==> src/rtl/uncached_write_buffer.sv <==
// uncached_write_buffer
//   Posted-write FIFO on the uncached data path, between the core's
//   uncached dbus request and the DBus-to-CBus converter. Stores complete to
//   the core as soon as they are buffered and drain to the converter in
//   order. Loads are forwarded only while the buffer is empty, so no load
//   can overtake an older store.
//
// Ports:
//   clk     clock
//   resetn  asynchronous active-low reset
//   dreq    upstream uncached request {valid, addr, size, strobe, data}
//   dresp   upstream response {addr_ok, data_ok, data}
//   odreq   request to the DBus-to-CBus converter
//   odresp  response from the converter
//   empty   no buffered store and no access in flight

package uncached_write_buffer_pkg;

    typedef struct packed {
        logic        valid;
        logic [31:0] addr;
        logic [2:0]  size;
        logic [3:0]  strobe;
        logic [31:0] data;
    } dbus_req_t;

    typedef struct packed {
        logic        addr_ok;
        logic        data_ok;
        logic [31:0] data;
    } dbus_resp_t;

endpackage

module uncached_write_buffer
    import uncached_write_buffer_pkg::*;
#(
    parameter int unsigned DEPTH = 4
) (
    input  logic       clk,
    input  logic       resetn,
    input  dbus_req_t  dreq,
    output dbus_resp_t dresp,
    output dbus_req_t  odreq,
    input  dbus_resp_t odresp,
    output logic       empty
);

    localparam int unsigned PW = $clog2(DEPTH);
    localparam logic [PW:0] CNT_FULL = (PW + 1)'(DEPTH);
    localparam logic [PW:0] CNT_ONE  = (PW + 1)'(1);

    typedef struct packed {
        logic [31:0] addr;
        logic [2:0]  size;
        logic [3:0]  strobe;
        logic [31:0] data;
    } entry_t;

    typedef enum logic [1:0] {
        IDLE,
        DRAIN,
        LOAD
    } state_t;

    state_t        state;
    logic [PW-1:0] head;
    logic [PW-1:0] tail;
    logic [PW:0]   count;
    entry_t        mem [DEPTH];

    logic is_store;
    logic is_load;
    logic full;
    logic accept;
    logic pop;
    logic fwd_load;

    assign is_store = dreq.valid && (dreq.strobe != '0);
    assign is_load  = dreq.valid && (dreq.strobe == '0);
    assign full     = (count == CNT_FULL);

    // Gating with resetn keeps both interfaces quiet while reset is held,
    // even if the core still drives a request.
    assign accept   = resetn && is_store && !full && (state != LOAD);
    assign pop      = (count != '0) && (state != LOAD) && odresp.data_ok;
    assign fwd_load = resetn &&
                      (((state == IDLE) && (count == '0) && is_load) ||
                       (state == LOAD));

    assign empty = (count == '0) && (state == IDLE);

    always_comb begin
        odreq = '0;
        dresp = '0;
        if (fwd_load) begin
            // Only path where odresp reaches dresp combinationally.
            odreq = dreq;
            dresp = odresp;
        end else begin
            if (count != '0) begin
                odreq.valid  = 1'b1;
                odreq.addr   = mem[head].addr;
                odreq.size   = mem[head].size;
                odreq.strobe = mem[head].strobe;
                odreq.data   = mem[head].data;
            end
            if (accept) begin
                dresp.addr_ok = 1'b1;
                dresp.data_ok = 1'b1;
            end
        end
    end

    // Entry storage carries no reset; only head/tail/count define validity.
    always_ff @(posedge clk) begin
        if (accept) begin
            mem[tail] <= '{addr:   dreq.addr,
                           size:   dreq.size,
                           strobe: dreq.strobe,
                           data:   dreq.data};
        end
    end

    always_ff @(posedge clk or negedge resetn) begin
        if (!resetn) begin
            state <= IDLE;
            head  <= '0;
            tail  <= '0;
            count <= '0;
        end else begin
            if (accept) tail <= tail + 1'b1;
            if (pop)    head <= head + 1'b1;

            case ({accept, pop})
                2'b10:   count <= count + 1'b1;
                2'b01:   count <= count - 1'b1;
                default: count <= count;
            endcase

            case (state)
                IDLE: begin
                    if (accept)
                        state <= DRAIN;
                    else if (fwd_load && odresp.addr_ok && !odresp.data_ok)
                        state <= LOAD;
                end
                DRAIN: begin
                    if (pop && !accept && (count == CNT_ONE))
                        state <= IDLE;
                end
                LOAD: begin
                    if (odresp.data_ok)
                        state <= IDLE;
                end
                default: state <= IDLE;
            endcase
        end
    end

endmodule

==> config.mk <==
export PLATFORM = sky130hd
export DESIGN_NAME = uncached_write_buffer
export DESIGN_NICKNAME = d
export VERILOG_FILES = /design/src/rtl/uncached_write_buffer.sv
export SDC_FILE = /design/constraint.sdc
export NUM_CORES = 1
export LEC_CHECK = 0
export BUFFER_PORTS_ARGS = -buffer_cell sky130_fd_sc_hd__buf_2
export CAP_MARGIN = 20
export CORE_MARGIN = 2
export CORE_UTILIZATION = 36
export CTS_CLUSTER_DIAMETER = 50
export CTS_CLUSTER_SIZE = 12
export DETAILED_ROUTE_END_ITERATION = 7
export GPL_ROUTABILITY_DRIVEN = 0
export PLACE_DENSITY = 0.56
export SLEW_MARGIN = 20
export SYNTH_ARGS = -nofsm -noshare
export SYNTH_HDL_FRONTEND = slang
export SYNTH_SLANG_ARGS = --single-unit
==> constraint.sdc <==
create_clock -name clk -period 6.9 [get_ports clk]
set_clock_uncertainty 0.1 [all_clocks]
set_input_delay 0.345 -clock clk [delete_from_list [all_inputs] [get_ports clk]]
set_output_delay 0.345 -clock clk [all_outputs]
set_load 0.05 [all_outputs]
==> impl_metrics.json, run 1 <==
{
  "outcome": "completed",
  "io_pins": 215,
  "initial_core_util": 0.368,
  "setup_viol": 0,
  "hold_viol": 0,
  "synth.distinct_cells": 34,
  "std_cell_rows": 66,
  "start_kind": "flip-flop",
  "ir_worst_vdd_mv": 0.271,
  "clock_path_buffers": 3,
  "drt_pass1_iterations": 4,
  "port_buffers": 214,
  "final_common_cell": "edfxtp_1",
  "p_leak_uw": 0.00548,
  "grt_pass1_wl_mm": 40.0,
  "p_sw_uw": 2640,
  "core_area_um2": 32700,
  "grt_antenna_before_repair": 0,
  "yosys_warnings": 0,
  "detail_route.wl_per_cell_um": 19.9,
  "areaGrowthSynthToFinish_pct": 26.5,
  "p_per_area_nw_per_um2": 445,
  "clkTransAtPathRegs_ns": 0.06,
  "tns_ns": 0,
  "avgSynthCellArea_um2": 21.2,
  "pwr-share-seq": 0.344,
  "synth_seq_cells": 293,
  "pre_cts_ws_ns": 3.58,
  "layout_common_cells": "edfxtp_1, buf_2, mux4_2, a32o_1, dlygate4sd3_1",
  "max_slew_margin": 0.296,
  "cp.arrival_ns": 3.24,
  "grt_pass1_vias": 6913,
  "drive_gt1_frac": 0.412,
  "drt_wl_total_mm": 26.0,
  "insertion_delay_ns": 0.50,
  "period_share": 0.534,
  "crit_slowest_cell": "dfrtp_4",
  "die_area_um2": 34900,
  "syn-num-nets": 685,
  "intPower_uw": 4130,
  "grt_use_total": 0.146,
  "worst_slew_pin_slew_ns": 1.06,
  "die_width_um": 187,
  "swShare": 0.390,
  "hp-class": "in -> reg",
  "ant_nets": 0,
  "syn_area_um2": 12000,
  "drc_errors": 0,
  "cts_setup_buffers": 0,
  "drtIter0Drc": 421,
  "hpwl_mm": 15.0,
  "cts_buffers": 35,
  "cap_violations": 0,
  "n_fill_cell": 2824,
  "power.share.clock": 0.255,
  "reg2reg_depth": 6,
  "worstPathMaxFanout": 41,
  "cp.required_ns": 6.45,
  "finalWorstSetupSlack_ns": 3.21,
  "vias": 6713,
  "cts_htree_levels": 2,
  "antenna_cells": 0,
  "grt_max_degree": 102,
  "p_comb_frac": 0.401,
  "layout.nets": 965,
  "post_dp_cell_area_um2": 13400,
  "hold_buffers": 65,
  "rsz0062_at_grt": "no",
  "end_kind": "primary output",
  "vias_per_cell": 5.13,
  "dieHeight_um": 187,
  "cpPeakStageDelay_ns": 0.97,
  "ys_seq_area_frac": 0.728,
  "min_period_ns": 3.69,
  "cts_tree": "done",
  "clkSinkCount": 293,
  "fmax_mhz": 271,
  "overflow": 0,
  "ctsResizeCount": 0,
  "path_class": "reg -> out",
  "min_path_cells": 1,
  "worstPathCellList": "buf_4 > mux4_2 > a32o_1 > buf_2",
  "root_buffer": "clkbuf_16",
  "syn-instance-count": 568,
  "drv_slew": 0,
  "postLayoutCellArea_um2": 15200
}
## critical path, delay by kind of cell, from the launching register on
family          cells  cell delay [ns]
compound gates      1             0.24
flops               1             0.97
mux                 1             0.61
buf+inv             2             0.91
## synth_stat cells
cell	number	share of area
a2111oi_4	1	0.0023
a21oi_2	1	0.00073
a2bb2oi_1	1	0.00073
a31o_2	2	0.0015
a31o_4	1	0.0015
a32o_1	71	0.059
a41oi_1	2	0.0015
and2_1	6	0.0031
and3_1	33	0.017
buf_1	1	0.00031
buf_12	1	0.0017
buf_2	15	0.0062
buf_6	2	0.0019
buf_8	7	0.0087
clkbuf_1	21	0.0066
dfrtp_1	9	0.019
edfxtp_1	284	0.71
ha_1	9	0.0094
inv_1	6	0.0019
inv_2	1	0.00031
mux2_1	1	0.00094
mux2i_1	1	0.00083
mux4_2	71	0.13
nand2_1	2	0.00062
nand2b_1	2	0.0010
nand4_1	1	0.00052
nor2_1	1	0.00031
nor2b_1	2	0.0010
nor3_1	3	0.0012
nor4_4	1	0.0018
o21a_1	1	0.00062
o21ai_0	2	0.00083
xnor2_1	5	0.0036
xor2_1	1	0.00073
## kinds of logic after synthesis
| kind of cell | synth area share |
|---|---|
| AO/OA/AOI/OAI | 0.0687 |
| XOR/XNOR | 0.00437 |
| multiplexers | 0.135 |
| AND/OR/NAND/NOR | 0.0269 |
| buffers and inverters | 0.0276 |
| adder cells (fa/ha/maj) | 0.00937 |
| flip-flops | 0.728 |
## registers in the layout, summed over array words and instances, names as in the netlist
register / cells
mem: 284
count: 3
head: 2
state: 2
tail: 2
## power groups by stage
| stage | clock network, uW | registers, uW | logic (uW) |
|---|---|---|---|
| final | 1730 | 2330 | 2720 |
| after global routing | 1850 | 2360 | 2860 |
| after CTS | 1780 | 2340 | 2740 |
| after detailed placement | 0 | 2380 | 2700 |
| after global placement | 0 | 2370 | 2700 |
| after floorplan | 0 | 2240 | 2230 |
## metrics by stage
stage / hold WS [ns] / total power (uW) / instances / util
after floorplan: -0.0506 / 4470 / 568 / -
after global placement: 0.128 / 5070 / 1187 / 0.411
after detailed placement: 0.125 / 5080 / 1187 / 0.411
after CTS: 0.00105 / 6850 / 1307 / 0.464
after global routing: 0.00943 / 7070 / 1308 / 0.465
final: 0.00603 / 6770 / 1308 / 0.465
## path summary, 6_finish.rpt
path / start / end / slack, ns
setup / recovery: head[0]$_DFFE_PN0P_ / odreq[23] / 3.21
hold / removal: dreq[23] / mem[2][23]$_DFFE_PP_ / 0.006
setup reg to reg: count[0]$_DFFE_PN0P_ / mem[3][53]$_DFFE_PP_ / 3.71
hold reg to reg: count[1]$_DFFE_PN0P_ / count[1]$_DFFE_PN0P_ / 0.43
max in group asynchronous: resetn / head[0]$_DFFE_PN0P_ / 6.33
min in group asynchronous: resetn / state[0]$_DFFE_PN0P_ / 0.14
## layout make-up
class                           instances  area [um2]  share of cell area
Clock buffer                           44         952              0.0626
Clock inverter                         11         130             0.00856
Inverter                                7        26.3             0.00173
Multi-Input combinational cell        221        2960               0.195
Sequential cell                       293        8760               0.576
Tap cell                              442         553              0.0364
Timing Repair Buffer                  290        1820               0.120
## metal layers
metal / vias up / global-route usage / share of wire
li1: 3021 / - / -
met1: 3477 / 0.203 / 0.45
met2: 175 / 0.239 / 0.49
met3: 40 / 0.0244 / 0.045
met4: 0 / 0.0424 / 0.018
met5: - / 0 / 0
Power figures use the tool's default switching activity.
==> inputs of run 2 (changes only) <==
PLACE_DENSITY = 0.58   (was 0.56)
clock period = 2.95 ns   (was 6.9 ns; I/O delays follow)
==> run 2 against run 1 <==
Compared with the run above: worst setup slack got worse by 3.0 ns; first-iteration DRC count increased by 6.9%; utilization increased by 0.54 points; sequential power increased by 120%; via count increased by 1.9%; clock power increased by 100%; sequential cell count unchanged; highest routed layer unchanged.
==> impl_metrics.json, run 2 (same netlist as run 1, synthesis figures left out) <==
{
  "drive_gt1_frac": 0.410,
  "drtIter0Drc": 450,
  "ant_nets": 0,
  "cts_htree_levels": 1,
  "overflow": 0,
  "insertion_delay_ns": 0.54,
  "grt_pass1_wl_mm": 40.9,
  "pre_cts_ws_ns": 0.430,
  "std_cell_rows": 66,
  "cts_buffers": 31,
  "outcome": "completed",
  "p_per_area_nw_per_um2": 1010,
  "die_area_um2": 34900,
  "die_width_um": 187,
  "worst_slew_pin_slew_ns": 0.618,
  "core_area_um2": 32700,
  "top_register": "mem",
  "grt_pass1_vias": 7221,
  "p_leak_uw": 0.00555,
  "detail_route.wl_per_cell_um": 19.7,
  "areaGrowthSynthToFinish_pct": 28.0,
  "dr_wl_met3_mm": 1.39,
  "io_pins": 215,
  "root_buffer": "clkbuf_16",
  "cap_violations": 0,
  "drt_pass1_iterations": 4,
  "hp-class": "in -> reg",
  "antenna_cells": 0,
  "drc_errors": 0,
  "hpwl_mm": 15.4,
  "tns_ns": 0,
  "top_layer": "met4",
  "start_kind": "flip-flop",
  "top_regs": "mem: 284 flops, count: 3 flops",
  "dieHeight_um": 187,
  "path_class": "reg -> out",
  "vias": 6842,
  "wl_met1_mm": 11.8,
  "layout_common_cells": "edfxtp_1, buf_2, dlygate4sd3_1",
  "worstPathMaxFanout": 65,
  "clkTransAtPathRegs_ns": 0.06,
  "drt_wl_total_mm": 26.1,
  "drv_slew": 0,
  "period_share": 0.938,
  "clock_path_buffers": 3,
  "grt_antenna_before_repair": 0,
  "setup_viol": 0,
  "fmax_mhz": 361,
  "max_slew_margin": 0.588,
  "wl_met2_mm": 12.6,
  "rsz0062_at_grt": "no",
  "hold_viol": 0,
  "end_kind": "primary output",
  "finalWorstSetupSlack_ns": 0.182,
  "ir_worst_vdd_mv": 0.702,
  "initial_core_util": 0.368,
  "final_common_cell": "edfxtp_1",
  "largest_register_ffs": 284,
  "clkSinkCount": 293,
  "vias_per_cell": 5.15,
  "port_buffers": 214,
  "layout.nets": 985,
  "grt_use_total": 0.146,
  "cp.arrival_ns": 2.52,
  "cts_tree": "done",
  "grt_max_degree": 66,
  "cp.required_ns": 2.70,
  "min_period_ns": 2.77
}
[run 2: cell types whose count changed in the layout (fill, tap and decap cells not counted), sizes merged]
cell / delta
buf: +13
bufinv: -1
clkbuf: -4
clkinv: +3
clkinvlp: -1
dlygate4sd3: +11
inv: -1
[run 2: what timing repair did]
item / 4_1_cts / 5_1_grt
pin swaps: 1 / 0
hold endpoints to repair: 297 / 0
buffers inserted: 3 / 0
endpoints found under the setup margin: 82 / 43
gates resized for setup: 1 / 1
hold buffers: 76 / 0
[run 2: stage by stage]
step	hold WS (ns)	total power (uW)	area [um2]	cells	utilization
floorplan	-0.248	10400	12000	568	-
global placement	-0.0588	12000	13700	1198	0.418
detailed placement	-0.0609	12000	13700	1198	0.418
CTS	0.235	15700	15400	1328	0.470
global route	0.251	16200	15400	1328	0.470
finish	0.268	15500	15400	1328	0.470
[run 2: routing by layer]
metal  up-vias  GRT usage
met2       201      0.243
li1       3064          -
met5         -          0
met1      3542      0.203
met3        35     0.0260
met4         0     0.0311
[run 2: layout make-up]
class	count	area (um2)
fillers	2821	17300
clock inverters	11	92.6
well taps	442	553
clock buffers	40	820
inverters	7	26.3
flip-flops and latches	293	8760
multi-input cells	221	2970
repair buffers	314	2160
[run 2: path summary, 6_finish.rpt]
path                       cells after the start  slack, ns                  from              endpoint
max                                            7       0.18  count[0]$_DFFE_PN0P_             odreq[59]
min                                            2       0.27               dreq[2]   mem[2][2]$_DFFE_PP_
max reg2reg                                    6       0.63  count[0]$_DFFE_PN0P_  mem[0][59]$_DFFE_PP_
min reg2reg                                    2       0.43  count[1]$_DFFE_PN0P_  count[1]$_DFFE_PN0P_
max in group asynchronous                      3       1.80                resetn   head[1]$_DFFE_PN0P_
min in group asynchronous                      3       0.59                resetn  count[2]$_DFFE_PN0P_
[run 2: worst max-delay path, stage by stage, from the launching register on]
cell and delay, ns:
dfrtp_1 0.42, inv_1 0.09, ha_1 0.18, nor2b_4 0.22, a31o_4 0.24, buf_12 0.24
a32o_1 0.23, buf_2 0.27
[run 2: where the power goes]
group / leakage (uW) / total (uW) / switching (uW) / internal, uW
combinational: 0.00243 / 6720 / 4450 / 2270
sequential: 0.00268 / 5230 / 179 / 5050
clock: 0.000440 / 3520 / 1490 / 2030
==> inputs of run 3 (changes only) <==
RECOVER_POWER = 25   (was not set)
==> run 3 against run 2 <==
Compared with the run above: sequential share of layout area rose by 0.21 points; combinational power about the same; worst setup slack better by 0.0049 ns; global-route usage unchanged; via count is 0.32% lower; count of clock-buffer cells in the layout is the same; design area fell by 0.37%; maximum frequency up 0.18%; die area is the same; register-to-register slack hardly changed; power about the same; critical path type unchanged; sequential power about the same.
==> impl_metrics.json, run 3 (same netlist as run 1, synthesis figures left out) <==
{
  "vias_per_cell": 5.14,
  "path_class": "reg -> out",
  "dieHeight_um": 187,
  "root_buffer": "clkbuf_16",
  "drv_slew": 0,
  "cap_violations": 0,
  "regToRegSetupSlack_ns": 0.63,
  "clkSinkCount": 293,
  "core_area_um2": 32700,
  "top_register": "mem",
  "ir_worst_vdd_mv": 0.701,
  "initial_core_util": 0.368,
  "overflow": 0,
  "cp.depth": 7,
  "layout_common_cells": "edfxtp_1, buf_2, dlygate4sd3_1",
  "cp.required_ns": 2.70,
  "drtIter0Drc": 450,
  "post_dp_cell_area_um2": 13700,
  "tns_ns": 0,
  "reg2reg_depth": 6,
  "io_pins": 215,
  "hold_viol": 0,
  "detail_route.wl_per_cell_um": 19.7,
  "die_width_um": 187,
  "clock_path_buffers": 3,
  "grt_pass1_vias": 7221,
  "max_slew_margin": 0.587,
  "cts_buffers": 31,
  "period_share": 0.937,
  "cts_htree_levels": 1,
  "worstPathMaxFanout": 65,
  "drive_gt1_frac": 0.359,
  "p_per_area_nw_per_um2": 1010,
  "hp-class": "in -> reg",
  "cts_tree": "done",
  "largest_register_ffs": 284,
  "p_leak_uw": 0.00543,
  "crit_slowest_cell": "dfrtp_1",
  "min_path_cells": 2,
  "grt_max_degree": 66,
  "grt_pass1_wl_mm": 40.9,
  "std_cell_rows": 66,
  "r2r-start": "count[0]$_DFFE_PN0P_",
  "grt_use_total": 0.146,
  "fmax_mhz": 362,
  "areaGrowthSynthToFinish_pct": 27.5,
  "drt_wl_total_mm": 26.1,
  "cp.arrival_ns": 2.52,
  "worst_slew_pin_slew_ns": 0.620,
  "final_common_cell": "edfxtp_1",
  "postLayoutCellArea_um2": 15300,
  "grt_antenna_before_repair": 0,
  "setup_viol": 0,
  "worstPathCellList": "inv_1 > ha_1 > nor2b_4 > a31o_4 > buf_12 > a32o_1 > buf_2",
  "vias": 6820,
  "placed_cells": 1198,
  "top_regs": "mem: 284 flops, count: 3 flops",
  "end_kind": "primary output",
  "layout.nets": 985,
  "outcome": "completed",
  "start_kind": "flip-flop",
  "clkTransAtPathRegs_ns": 0.06,
  "port_buffers": 214,
  "rsz0062_at_grt": "no",
  "final_core_util": 0.469,
  "drc_errors": 0,
  "critPathTopFamily": "buffers and inverters",
  "hold_end": "mem[1][31]$_DFFE_PP_",
  "r2r_end": "mem[0][56]$_DFFE_PP_",
  "die_area_um2": 34900,
  "finalNonFillerCells": 1328,
  "insertion_delay_ns": 0.54,
  "worstHoldStart": "dreq[31]",
  "antenna_cells": 0,
  "cpPeakStageDelay_ns": 0.42,
  "hpwl_mm": 15.4,
  "drt_pass1_iterations": 5,
  "ant_nets": 0,
  "timing.critical_path.buf_inv": 3,
  "min_period_ns": 2.76
}
==> run 3: cell types whose count changed in the layout (fill, tap and decap cells not counted), sizes merged <==
cell    change
buf        -45
clkbuf     +45
==> run 3: worst max path at each step <==
stage | endpoint | slack, ns | startpoint
global placement | odreq[6] | 0.48 | count[0]$_DFFE_PN0P_
CTS | odreq[69] | 0.10 | count[0]$_DFFE_PN0P_
global route | odreq[59] | 0.04 | count[1]$_DFFE_PN0P_
floorplan | mem[0][0]$_DFFE_PP_ | 0.24 | count[0]$_DFFE_PN0P_
finish | odreq[59] | 0.19 | count[0]$_DFFE_PN0P_
detailed placement | odreq[69] | 0.43 | count[0]$_DFFE_PN0P_
==> run 3: final cells by class <==
type,instances,area (um2)
Fill cell,2843,17400
Inverter,7,26.3
Clock buffer,40,820
Timing Repair Buffer,314,2110
Clock inverter,11,92.6
Sequential cell,293,8760
Tap cell,442,553
Multi-Input combinational cell,221,2970
==> run 3: stage by stage <==
step           setup slack, ns  total power, uW  hold slack, ns
2_1_floorplan            0.239            10400          -0.248
3_3_place_gp             0.477            12000         -0.0588
3_5_place_dp             0.430            12000         -0.0609
4_1_cts                  0.102            15700           0.235
5_1_grt                 0.0392            16200           0.287
6_report                 0.187            15500           0.282
==> run 3: layer usage <==
metal	up-vias	GRT usage	wire length, um
li1	3063	-	-
met1	3532	0.203	11800
met2	190	0.243	12600
met3	35	0.0260	1380
met4	0	0.0311	384
met5	-	0	0
==> run 3: repair_timing <==
| item | in CTS | in global routing |
|---|---|---|
| cloned | 0 | 0 |
| pin swaps | 1 | 0 |
| resized for setup | 1 | 1 |
| endpoints found under the hold margin | 297 | 0 |
| hold buffers | 76 | 0 |
| endpoints found under the setup margin | 82 | 43 |
| buffers inserted | 3 | 0 |
==> run 3: report_power, final <==
group / switching, uW / internal [uW]
Combinational: 4450 / 2270
Sequential: 179 / 5050
Clock: 1490 / 2030
==> run 3: worst reg2reg max path: cells and delay by family (launching register included) <==
family                   cells  cell delay, ns
adder cells (fa/ha/maj)      1            0.22
AND/OR/NAND/NOR              2            0.54
flip-flops                   1            0.41
buffers and inverters        2            0.34
AO/OA/AOI/OAI                1            0.37
